File: config.mk
export PLATFORM = sky130hd
export DESIGN_NAME = axi_line_master_flat
export DESIGN_NICKNAME = d
export VERILOG_FILES = /design/src/rtl/axi_line_master_pkg.sv /design/src/rtl/axi_interface.sv /design/src/rtl/axi_line_buffer.sv /design/src/rtl/axi_line_master.sv /design/src/flat_wrapper.sv
export SDC_FILE = /design/constraint.sdc
export NUM_CORES = 2
export LEC_CHECK = 0
export ABC_AREA = 1
export CAP_MARGIN = 20
export CORE_AREA = 2 2 468 470
export DETAILED_ROUTE_END_ITERATION = 8
export DIE_AREA = 0 0 470 472
export GPL_ROUTABILITY_DRIVEN = 0
export PLACE_DENSITY = 0.54
export SLEW_MARGIN = 40
export SYNTH_ARGS = -nofsm -noshare
export SYNTH_HDL_FRONTEND = slang
export SYNTH_SLANG_ARGS = --single-unit
File: constraint.sdc
create_clock -name clk -period 50.8 [get_ports clk]
set_input_delay 7.62 -clock clk [delete_from_list [all_inputs] [get_ports clk]]
set_output_delay 7.62 -clock clk [all_outputs]
set_load 0.05 [all_outputs]
File: src/rtl/axi_line_master_pkg.sv
// Shared definitions for axi_line_master: FSM states, word size, AXI field widths
// and helpers for the beat-index width and the AXI burst length encoding.
package axi_line_master_pkg;

  localparam int WORD_BITS  = 32;
  localparam int AXI_ADDR_W = 32;
  localparam int AXI_LEN_W  = 8;

  typedef enum logic [2:0] {
    ST_IDLE       = 3'd0,
    ST_READ_ADDR  = 3'd1,
    ST_READ_DATA  = 3'd2,
    ST_WRITE_ADDR = 3'd3,
    ST_WRITE_DATA = 3'd4,
    ST_WRITE_RESP = 3'd5
  } line_state_t;

  // Width of a counter that indexes every word of a line.
  function automatic int beat_idx_bits(input int burst_words);
    return (burst_words > 1) ? $clog2(burst_words) : 1;
  endfunction

  // AXI encodes a burst of N beats as N-1.
  function automatic logic [AXI_LEN_W-1:0] axi_len(input int burst_words);
    return AXI_LEN_W'(burst_words - 1);
  endfunction

endpackage

File: src/rtl/axi_interface.sv
// AXI subset used by the line master: AW/W/B/AR/R handshakes with 32-bit data,
// INCR bursts only, no IDs or response codes.
interface axi_interface;

  logic        awvalid;
  logic        awready;
  logic [31:0] awaddr;
  logic [7:0]  awlen;

  logic        wvalid;
  logic        wready;
  logic [31:0] wdata;
  logic        wlast;

  logic        bvalid;
  logic        bready;

  logic        arvalid;
  logic        arready;
  logic [31:0] araddr;
  logic [7:0]  arlen;

  logic        rvalid;
  logic        rready;
  logic [31:0] rdata;

  modport master (
    output awvalid, awaddr, awlen, wvalid, wdata, wlast, bready,
    output arvalid, araddr, arlen, rready,
    input  awready, wready, bvalid, arready, rvalid, rdata
  );

  modport slave (
    input  awvalid, awaddr, awlen, wvalid, wdata, wlast, bready,
    input  arvalid, araddr, arlen, rready,
    output awready, wready, bvalid, arready, rvalid, rdata
  );

endinterface

File: src/rtl/axi_line_buffer.sv
// One cache line of storage for axi_line_master: parallel load of a write line,
// per-word fill from read beats, per-word read for write beats, full-line read.
module axi_line_buffer
  import axi_line_master_pkg::*;
#(
  parameter  int BURST_WORDS = 16,
  localparam int LINE_BITS   = BURST_WORDS * WORD_BITS,
  localparam int BEAT_W      = beat_idx_bits(BURST_WORDS)
) (
  input  logic                 clk,
  input  logic                 reset,
  input  logic                 load_en,
  input  logic [LINE_BITS-1:0] load_line,
  input  logic                 wr_en,
  input  logic [BEAT_W-1:0]    wr_idx,
  input  logic [WORD_BITS-1:0] wr_word,
  input  logic [BEAT_W-1:0]    rd_idx,
  output logic [WORD_BITS-1:0] rd_word,
  output logic [LINE_BITS-1:0] line
);

  logic [BURST_WORDS-1:0][WORD_BITS-1:0] mem_q, mem_d;

  // Whole-line load wins over a single-word fill; the FSM never requests both.
  always_comb begin
    mem_d = mem_q;
    if (load_en) begin
      mem_d = load_line;
    end else if (wr_en) begin
      mem_d[wr_idx] = wr_word;
    end
  end

  // Line storage register.
  always_ff @(posedge clk or posedge reset) begin
    if (reset) begin
      mem_q <= '0;
    end else begin
      mem_q <= mem_d;
    end
  end

  assign rd_word = mem_q[rd_idx];
  assign line    = mem_q;

endmodule

File: src/rtl/axi_line_master.sv
// AXI master that moves one whole cache line per request as a single INCR burst.
// Optional statistics counters are built when AXI_LINE_MASTER_STATS_EN is defined.
module axi_line_master
  import axi_line_master_pkg::*;
#(
  parameter  int BURST_WORDS = 16,
  localparam int LINE_BITS   = BURST_WORDS * WORD_BITS
) (
  input  logic                  clk,
  input  logic                  reset,
  axi_interface.master          axi_bus,
  input  logic                  req_valid,
  output logic                  req_ready,
  input  logic                  req_write,
  input  logic [AXI_ADDR_W-1:0] req_addr,
  input  logic [LINE_BITS-1:0]  req_wdata,
  output logic                  resp_valid,
  output logic [LINE_BITS-1:0]  resp_rdata
`ifdef AXI_LINE_MASTER_STATS_EN
  ,
  output logic [31:0]           stat_read_lines,
  output logic [31:0]           stat_write_lines,
  output logic [31:0]           stat_rd_stall
`endif
);

  localparam int                    BEAT_W    = beat_idx_bits(BURST_WORDS);
  localparam logic [BEAT_W-1:0]     LAST_BEAT = BEAT_W'(BURST_WORDS - 1);
  localparam logic [AXI_LEN_W-1:0]  BURST_LEN = axi_len(BURST_WORDS);
  localparam logic [AXI_ADDR_W-1:0] OFFS_MASK = AXI_ADDR_W'((LINE_BITS / 8) - 1);

  line_state_t           state_q, state_d;
  logic [AXI_ADDR_W-1:0] addr_q, addr_d;
  logic [BEAT_W-1:0]     beat_q, beat_d;
  logic                  resp_valid_q, resp_valid_d;
  logic [LINE_BITS-1:0]  resp_rdata_q, resp_rdata_d;

  logic                  buf_load, buf_wr;
  logic [WORD_BITS-1:0]  buf_rd_word;
  logic [LINE_BITS-1:0]  buf_line;

  logic ar_valid, aw_valid, w_valid, w_last, r_ready, b_ready;

  axi_line_buffer #(.BURST_WORDS(BURST_WORDS)) u_buf (
    .clk       (clk),
    .reset     (reset),
    .load_en   (buf_load),
    .load_line (req_wdata),
    .wr_en     (buf_wr),
    .wr_idx    (beat_q),
    .wr_word   (axi_bus.rdata),
    .rd_idx    (beat_q),
    .rd_word   (buf_rd_word),
    .line      (buf_line)
  );

  // Next-state and handshake decode; AXI outputs depend on state only.
  always_comb begin
    state_d      = state_q;
    addr_d       = addr_q;
    beat_d       = beat_q;
    resp_valid_d = 1'b0;
    resp_rdata_d = resp_rdata_q;
    buf_load     = 1'b0;
    buf_wr       = 1'b0;
    req_ready    = 1'b0;
    ar_valid     = 1'b0;
    aw_valid     = 1'b0;
    w_valid      = 1'b0;
    w_last       = 1'b0;
    r_ready      = 1'b0;
    b_ready      = 1'b0;
    unique case (state_q)
      ST_IDLE: begin
        // Stay closed for the response cycle so a new request cannot overlap it.
        req_ready = !resp_valid_q;
        if (req_valid && !resp_valid_q) begin
          addr_d = req_addr & ~OFFS_MASK;
          beat_d = '0;
          if (req_write) begin
            buf_load = 1'b1;
            state_d  = ST_WRITE_ADDR;
          end else begin
            state_d  = ST_READ_ADDR;
          end
        end
      end
      ST_READ_ADDR: begin
        ar_valid = 1'b1;
        if (axi_bus.arready) state_d = ST_READ_DATA;
      end
      ST_READ_DATA: begin
        r_ready = 1'b1;
        if (axi_bus.rvalid) begin
          buf_wr = 1'b1;
          beat_d = beat_q + BEAT_W'(1);
          if (beat_q == LAST_BEAT) begin
            // The last word is still in flight to the buffer, so splice it in here.
            resp_valid_d = 1'b1;
            resp_rdata_d = buf_line;
            resp_rdata_d[LINE_BITS-1 -: WORD_BITS] = axi_bus.rdata;
            state_d      = ST_IDLE;
          end
        end
      end
      ST_WRITE_ADDR: begin
        aw_valid = 1'b1;
        if (axi_bus.awready) state_d = ST_WRITE_DATA;
      end
      ST_WRITE_DATA: begin
        w_valid = 1'b1;
        w_last  = (beat_q == LAST_BEAT);
        if (axi_bus.wready) begin
          beat_d = beat_q + BEAT_W'(1);
          if (beat_q == LAST_BEAT) state_d = ST_WRITE_RESP;
        end
      end
      ST_WRITE_RESP: begin
        b_ready = 1'b1;
        if (axi_bus.bvalid) begin
          resp_valid_d = 1'b1;
          state_d      = ST_IDLE;
        end
      end
      default: state_d = ST_IDLE;
    endcase
  end

  // Control and response registers; reset abandons any burst in progress.
  always_ff @(posedge clk or posedge reset) begin
    if (reset) begin
      state_q      <= ST_IDLE;
      addr_q       <= '0;
      beat_q       <= '0;
      resp_valid_q <= 1'b0;
      resp_rdata_q <= '0;
    end else begin
      state_q      <= state_d;
      addr_q       <= addr_d;
      beat_q       <= beat_d;
      resp_valid_q <= resp_valid_d;
      resp_rdata_q <= resp_rdata_d;
    end
  end

  assign axi_bus.arvalid = ar_valid;
  assign axi_bus.araddr  = addr_q;
  assign axi_bus.arlen   = BURST_LEN;
  assign axi_bus.rready  = r_ready;
  assign axi_bus.awvalid = aw_valid;
  assign axi_bus.awaddr  = addr_q;
  assign axi_bus.awlen   = BURST_LEN;
  assign axi_bus.wvalid  = w_valid;
  assign axi_bus.wdata   = buf_rd_word;
  assign axi_bus.wlast   = w_last;
  assign axi_bus.bready  = b_ready;

  assign resp_valid = resp_valid_q;
  assign resp_rdata = resp_rdata_q;

`ifdef AXI_LINE_MASTER_STATS_EN
  logic [31:0] stat_read_q, stat_read_d;
  logic [31:0] stat_write_q, stat_write_d;
  logic [31:0] stat_stall_q, stat_stall_d;

  // Count finished lines (on the edge that raises resp_valid) and slave-starved read cycles.
  always_comb begin
    stat_read_d  = stat_read_q;
    stat_write_d = stat_write_q;
    stat_stall_d = stat_stall_q;
    if (state_q == ST_READ_DATA && axi_bus.rvalid && beat_q == LAST_BEAT)
      stat_read_d = stat_read_q + 32'd1;
    if (state_q == ST_WRITE_RESP && axi_bus.bvalid)
      stat_write_d = stat_write_q + 32'd1;
    if (state_q == ST_READ_DATA && !axi_bus.rvalid)
      stat_stall_d = stat_stall_q + 32'd1;
  end

  // Statistics registers, free-running and wrapping.
  always_ff @(posedge clk or posedge reset) begin
    if (reset) begin
      stat_read_q  <= '0;
      stat_write_q <= '0;
      stat_stall_q <= '0;
    end else begin
      stat_read_q  <= stat_read_d;
      stat_write_q <= stat_write_d;
      stat_stall_q <= stat_stall_d;
    end
  end

  assign stat_read_lines  = stat_read_q;
  assign stat_write_lines = stat_write_q;
  assign stat_rd_stall    = stat_stall_q;
`endif

endmodule

File: src/flat_wrapper.sv
// flat-port wrapper written by rule: the top's interface ports become plain ports
module axi_line_master_flat import axi_line_master_pkg::*;
#(
  parameter  int BURST_WORDS = 16,
  localparam int LINE_BITS   = BURST_WORDS * WORD_BITS
)
  (clk, reset, req_valid, req_ready, req_write, req_addr, req_wdata, resp_valid, resp_rdata, axi_bus_awvalid, axi_bus_awaddr, axi_bus_awlen, axi_bus_wvalid, axi_bus_wdata, axi_bus_wlast, axi_bus_bready, axi_bus_arvalid, axi_bus_araddr, axi_bus_arlen, axi_bus_rready, axi_bus_awready, axi_bus_wready, axi_bus_bvalid, axi_bus_arready, axi_bus_rvalid, axi_bus_rdata);
  axi_interface axi_bus_i ();
  input  logic clk;
  input  logic reset;
  input  logic req_valid;
  output logic req_ready;
  input  logic req_write;
  input  logic [AXI_ADDR_W-1:0] req_addr;
  input  logic [LINE_BITS-1:0] req_wdata;
  output logic resp_valid;
  output logic [LINE_BITS-1:0] resp_rdata;
  output wire logic [$bits(axi_bus_i.awvalid)-1:0] axi_bus_awvalid;
  output wire logic [$bits(axi_bus_i.awaddr)-1:0] axi_bus_awaddr;
  output wire logic [$bits(axi_bus_i.awlen)-1:0] axi_bus_awlen;
  output wire logic [$bits(axi_bus_i.wvalid)-1:0] axi_bus_wvalid;
  output wire logic [$bits(axi_bus_i.wdata)-1:0] axi_bus_wdata;
  output wire logic [$bits(axi_bus_i.wlast)-1:0] axi_bus_wlast;
  output wire logic [$bits(axi_bus_i.bready)-1:0] axi_bus_bready;
  output wire logic [$bits(axi_bus_i.arvalid)-1:0] axi_bus_arvalid;
  output wire logic [$bits(axi_bus_i.araddr)-1:0] axi_bus_araddr;
  output wire logic [$bits(axi_bus_i.arlen)-1:0] axi_bus_arlen;
  output wire logic [$bits(axi_bus_i.rready)-1:0] axi_bus_rready;
  input wire logic [$bits(axi_bus_i.awready)-1:0] axi_bus_awready;
  input wire logic [$bits(axi_bus_i.wready)-1:0] axi_bus_wready;
  input wire logic [$bits(axi_bus_i.bvalid)-1:0] axi_bus_bvalid;
  input wire logic [$bits(axi_bus_i.arready)-1:0] axi_bus_arready;
  input wire logic [$bits(axi_bus_i.rvalid)-1:0] axi_bus_rvalid;
  input wire logic [$bits(axi_bus_i.rdata)-1:0] axi_bus_rdata;
  assign axi_bus_awvalid = axi_bus_i.awvalid;
  assign axi_bus_awaddr = axi_bus_i.awaddr;
  assign axi_bus_awlen = axi_bus_i.awlen;
  assign axi_bus_wvalid = axi_bus_i.wvalid;
  assign axi_bus_wdata = axi_bus_i.wdata;
  assign axi_bus_wlast = axi_bus_i.wlast;
  assign axi_bus_bready = axi_bus_i.bready;
  assign axi_bus_arvalid = axi_bus_i.arvalid;
  assign axi_bus_araddr = axi_bus_i.araddr;
  assign axi_bus_arlen = axi_bus_i.arlen;
  assign axi_bus_rready = axi_bus_i.rready;
  assign axi_bus_i.awready = axi_bus_awready;
  assign axi_bus_i.wready = axi_bus_wready;
  assign axi_bus_i.bvalid = axi_bus_bvalid;
  assign axi_bus_i.arready = axi_bus_arready;
  assign axi_bus_i.rvalid = axi_bus_rvalid;
  assign axi_bus_i.rdata = axi_bus_rdata;
  axi_line_master #(.BURST_WORDS(BURST_WORDS)) u_core (.clk(clk), .reset(reset), .axi_bus(axi_bus_i), .req_valid(req_valid), .req_ready(req_ready), .req_write(req_write), .req_addr(req_addr), .req_wdata(req_wdata), .resp_valid(resp_valid), .resp_rdata(resp_rdata));
endmodule
Word level (Yosys, flattened, before mapping)
Index checks and enable logic that the tools add are counted.
{ "totals": {"regBits": 1058, "in_bits": 585, "out_inout_bits": 632, "wordCells": 85} }
{ "op_classes": {"addsub": 1, "order_cmp": 2, "n_eq_ne": 14, "muxes": 37, "reduce_logical": 10} }
{ "ops": {"columns": ["operator", "count"], "rows": [
  ["$mux 512", 2],
  ["$bwmux 512", 1],
  ["$bmux 32 s4", 1],
  ["$demux 32 s4", 1],
  ["$mux 32", 2],
  ["$mux 3", 8],
  ["$pmux 3 s6", 1],
  ["$mux 1", 15],
  ["$mux 4", 3],
  ["$pmux 4 s3", 1],
  ["$ne 2x2->1 const B", 5],
  ["$reduce_and 8->1", 1],
  ["$eq 3x2->1 const B", 2],
  ["$eq 3x3->1 const B", 2],
  ["$ne 2x1->1 const B", 3],
  ["$lt 4x5->1 const B", 1],
  ["$add 4x1->4 const B", 1],
  ["$eq 4x4->1 const B", 1],
  ["$ge 4x1->1 const B", 1],
  ["$reduce_and 4->1", 1],
  ["$eq 3x1->1 const B", 1],
  ["$logic_not 3->1", 1],
  ["$reduce_and 3->1", 1],
  ["$reduce_bool 3->1", 1],
  ["6 further kinds", 7]
]} }

Logic depth before layout (Yosys ltp)
{ "depth": {"word_depth": 7, "depth_mapped": 13, "ltp_nobuf": 9} }

By module
Synthesis repeated with hierarchy kept, for this count alone.
{ "unflattened": {"hier_cells": 6894, "hier_area_um2": 51247.9} }
{ "by_module_without_submodules": {"columns": ["module", "n_inst", "cells_per_inst", "area_each_um2", "seq_area_each_um2"], "rows": [
  ["axi_line_buffer", 1, 4417, 28890.2, 12812.3],
  ["axi_line_master", 1, 2477, 22357.7, 13663.1]
]} }

Least setup slack after synthesis
No wires, ideal clock.
{ "synth_path": {"kind": "reg2out", "start": "register u_core.beat_q[0]", "end": "output port axi_bus_wdata[10]", "arrival_ns": 1.914, "t_required_ns": 43.180, "slack_ns": 41.266, "stages_incl_launch_ff": 11, "n_path_buf": 3, "cell_sequence": "dfrtp_1 clkbuf_1 inv_1 clkbuf_1 clkbuf_1 nor2_1 o21ai_0 nand2_1 nand2_1 inv_1 nand2_1"} }
{ "synth_via": {"elab_chain_len": 2} }
{ "synth_rtl": {"columns": ["element", "line", "source"], "rows": [
  ["start, declared", "axi_line_master.sv:34", "logic [BEAT_W-1:0] beat_q, beat_d;"],
  ["start signal, assigned", "axi_line_master.sv:140", "beat_q <= beat_d;"],
  ["$bmux 32 s4", "axi_line_buffer.sv:43", "assign rd_word = mem_q[rd_idx];"],
  ["$mux 32 (implied by the code)", "axi_line_buffer.sv:43", null],
  ["end, declared", "flat_wrapper.sv:22", "output wire logic [$bits(axi_bus_i.wdata)-1:0] axi_bus_wdata;"]
]} }
No other way between the ends. The select of a mux whose other input is x is not followed.

Final worst setup path
{ "layout_path": {"start": "register u_core.beat_q[0]", "end": "output port axi_bus_wdata[27]"} }
Same word-level chain as after synthesis.

==> flow_summary.json <==
{
  "multi_input_area_um2": 24230,
  "p_clk_share_pct": 28.6,
  "finalSetupTns_ns": 0,
  "async_flop_share_pct": 100.0,
  "synth_largest_area_cell": "dfrtp_1",
  "p_sw_mw": 1.522,
  "pre_cts_ws_ns": 38.38,
  "seqCellArea_um2": 26480,
  "cts_root_buffer": "clkbuf_16",
  "ys.flop_type": "dfrtp_1",
  "dp_cells": 11620,
  "numPortBuffers": 1182,
  "grt_pass1_wl_mm": 457.2,
  "areaGrowthSynthToFinish_pct": 33.31,
  "drv_cap": 0,
  "hold_class": "flop to flop",
  "worstPathArrival_ns": 5.31,
  "synthTopCellsByArea": "dfrtp_1 48%, nand2_1 28%, nand3_1 5.6%",
  "cts_hold_buf": 0,
  "seq_area_frac_synth_pct": 47.96,
  "ir_worst_vdd_mv": 0.04699,
  "drc_errors": 0,
  "worstPathRequired_ns": 43.18,
  "hpwl_mm": 244.5,
  "p_int_mw": 1.866,
  "power_density_nw_per_um2": 46.04,
  "pwr-share-comb_pct": 38.6,
  "cpMaxStageDelayCell": "clkdlybuf4s50_1",
  "placed_cell_area_um2": 68980,
  "ys_warn_count": 0,
  "wl_met3_mm": 33.91,
  "finalHoldViolations": 0,
  "cpPeakStageDelay_ns": 0.98,
  "synth_area_um2": 55200,
  "setup_viol_count_final": 0,
  "rsz0062_at_grt": "false",
  "dr.pass1.iters": 6,
  "whs_ns": 0.4794,
  "min_to": "u_core.resp_rdata[481]",
  "clk_latency_ns": 0.82,
  "path_max_fanout": 128,
  "cts-buffers-inserted": 134,
  "avgSynthCellArea_um2": 6.864,
  "relSlewSlack_pct": 34.01,
  "cts_sinks": 1058,
  "vias": 59510,
  "synth_seq_cells": 1058,
  "r2r_slack_ns": 45.03,
  "antenna_left": 0,
  "rr_worst_depth": 12,
  "cts_tree": "built",
  "crit_family": "buffers and inverters",
  "fmax_ghz": 0.07733,
  "critPathLaunchType": "flop",
  "setup_slack_ns": 37.87,
  "core_area_um2": 216500,
  "cts_max_level": 4,
  "fin_cells": 11900,
  "rows": 171,
  "worst-path-buf-inv": 5,
  "hold_start": "u_core.resp_rdata[481]",
  "fp.dieH_um": 472,
  "wirelength_mm": 337.6,
  "routedWlPerCell_um": 28.36,
  "synth_edf_count": 0,
  "die_w_um": 470,
  "grt_max_degree": 207,
  "netlist_instances": 8042,
  "timing.rr.start": "u_core.beat_q[0]",
  "nets": 9497,
  "clock_skew_ns": 0.03726,
  "critPathMostFrequentCell": "nand2_1",
  "fp.dieArea_um2": 221800,
  "post_cts_buffers": 0,
  "io_pins": 1217,
  "worst_pin_slew_ns": 0.9899,
  "grt.total_usage_pct": 29.44,
  "utilization_pct": 33.99,
  "drt-met1-wl_mm": 131.4,
  "worstPathCellList": "buf_4 > buf_12 > buf_16 > o211ai_1 > nand2_1 > nand2_1 > nand2_1 > inv_1 > nand2_1 > clkdlybuf4s50_1",
  "yosysUniqueCellTypes": 29,
  "vias_per_cell": 5.000,
  "grt_pass1_vias": 55810,
  "power.total_mw": 3.388,
  "topRoutingLayerUsed": "met5",
  "clkSlewWorstSetupHoldPaths_ns": 0.06,
  "num-fill-cells": 23400,
  "rr_endpoint": "u_core.resp_rdata[224]",
  "swShare_pct": 44.93,
  "drive_above_1_share_pct": 4.452,
  "drt_iter0_drc": 7761,
  "status": "complete, no violations",
  "finalCriticalPeriod_ns": 12.93,
  "critPathCaptureType": "primary output",
  "hold_depth": 2,
  "synth.top_cell.area_share_pct": 47.96,
  "initial_core_util_pct": 25.50,
  "finalCritPeriodShare_pct": 25.46,
  "crit_start": "u_core.beat_q[0]",
  "met2_length_mm": 150.4,
  "slew_viol_final": 0,
  "antenna_found_initial": 69,
  "share_seq_of_total_power_pct": 32.8,
  "p_leak_nw": 37.33,
  "postCtsResizedCells": 0,
  "cts.path.max_buffers": 3,
  "grt.overflow.total": 0,
  "crit_type": "flop to primary output",
  "final_area_um2": 73590,
  "worst-path-stages": 10
}
-- registers in the layout, indices dropped and copies added (netlist names) --
signal                 flops
u_core.axi_bus.araddr     26
u_core.beat_q              4
u_core.resp_rdata        512
u_core.resp_valid          1
u_core.state_q             3
u_core.u_buf.line        512
-- cell families (layout without fill, tap and decap cells) --
family / count (synthesis) / after routing / share of synthesized area, %
AOI/OAI and AO/OA: 544 / 544 / 5.222
xor gates and xnor gates: 1 / 1 / 0.01587
adders and majority gates: 4 / 4 / 0.09067
buffers and inverters: 1071 / 2010 / 8.493
DFF: 1058 / 1058 / 47.96
other: 2 / 68 / 0.01360
and+or+nand+nor: 5362 / 5362 / 38.20
-- synthesized netlist by cell type, types with 2 or more instances --
cell type  count
conb_1         2
o211ai_1      64
o21ai_0      162
nor2_2         4
clkbuf_1     243
a21oi_1        3
nand3_1      619
nor2_1       572
buf_2        248
inv_2          4
buf_6         12
nand2_1     4146
dfrtp_1     1058
nand2_2        3
nor3_2         2
nor3_1         2
buf_4         67
buf_1         45
o21ai_1      315
nand3_4        9
inv_1        451
ha_1           4
-- area by class of cell --
class	instances	area share, %
clock inverters	37	0.6580
diodes	40	0.1360
clock buffers	198	5.225
well taps	2854	4.852
inverters	455	2.363
multi-input cells	5939	32.92
flip-flops and latches	1058	35.99
repair buffers	1320	17.86
-- layer usage --
layer,up-vias,global-route usage [%]
li1,26400,-
met1,28740,36.62
met2,3644,45.45
met3,681,8.245
met4,50,17.36
met5,-,0
-- placed cells by master, fill, tap and decap left out, types with 64 or more instances in the layout --
cell             count
o21ai_1            317
nor2_1             570
dfrtp_1           1056
nand2_1           4138
o211ai_1            64
nand3_1            619
clkbuf_16          135
o21ai_0            160
inv_1              421
buf_4              103
clkdlybuf4s50_1   1175
-- power groups by stage --
stage | Combinational, mW | Clock (mW) | Sequential [mW]
floorplan | 0.672 | 0 | 1.11
global placement | 1.30 | 0 | 1.11
detailed placement | 1.30 | 0 | 1.12
CTS | 1.31 | 0.983 | 1.10
global route | 1.39 | 1.02 | 1.12
finish | 1.31 | 0.970 | 1.11
-- worst max path at each step --
stage	end
floorplan	u_core.axi_bus.araddr[10]
global placement	u_core.resp_rdata[24]
detailed placement	u_core.resp_rdata[27]
CTS	axi_bus_wdata[1]
global route	axi_bus_wdata[27]
finish	axi_bus_wdata[27]
-- worst reg2reg max path: cells and delay by family (launching register included) --
| kind | cells | cell delay, ns |
|---|---|---|
| simple gates | 3 | 1.02 |
| flops | 1 | 0.73 |
| compound gates | 1 | 0.11 |
| fa+ha+maj | 1 | 0.30 |
| buf+inv | 7 | 3.54 |
No activity file was read; power rests on OpenSTA's default activity.
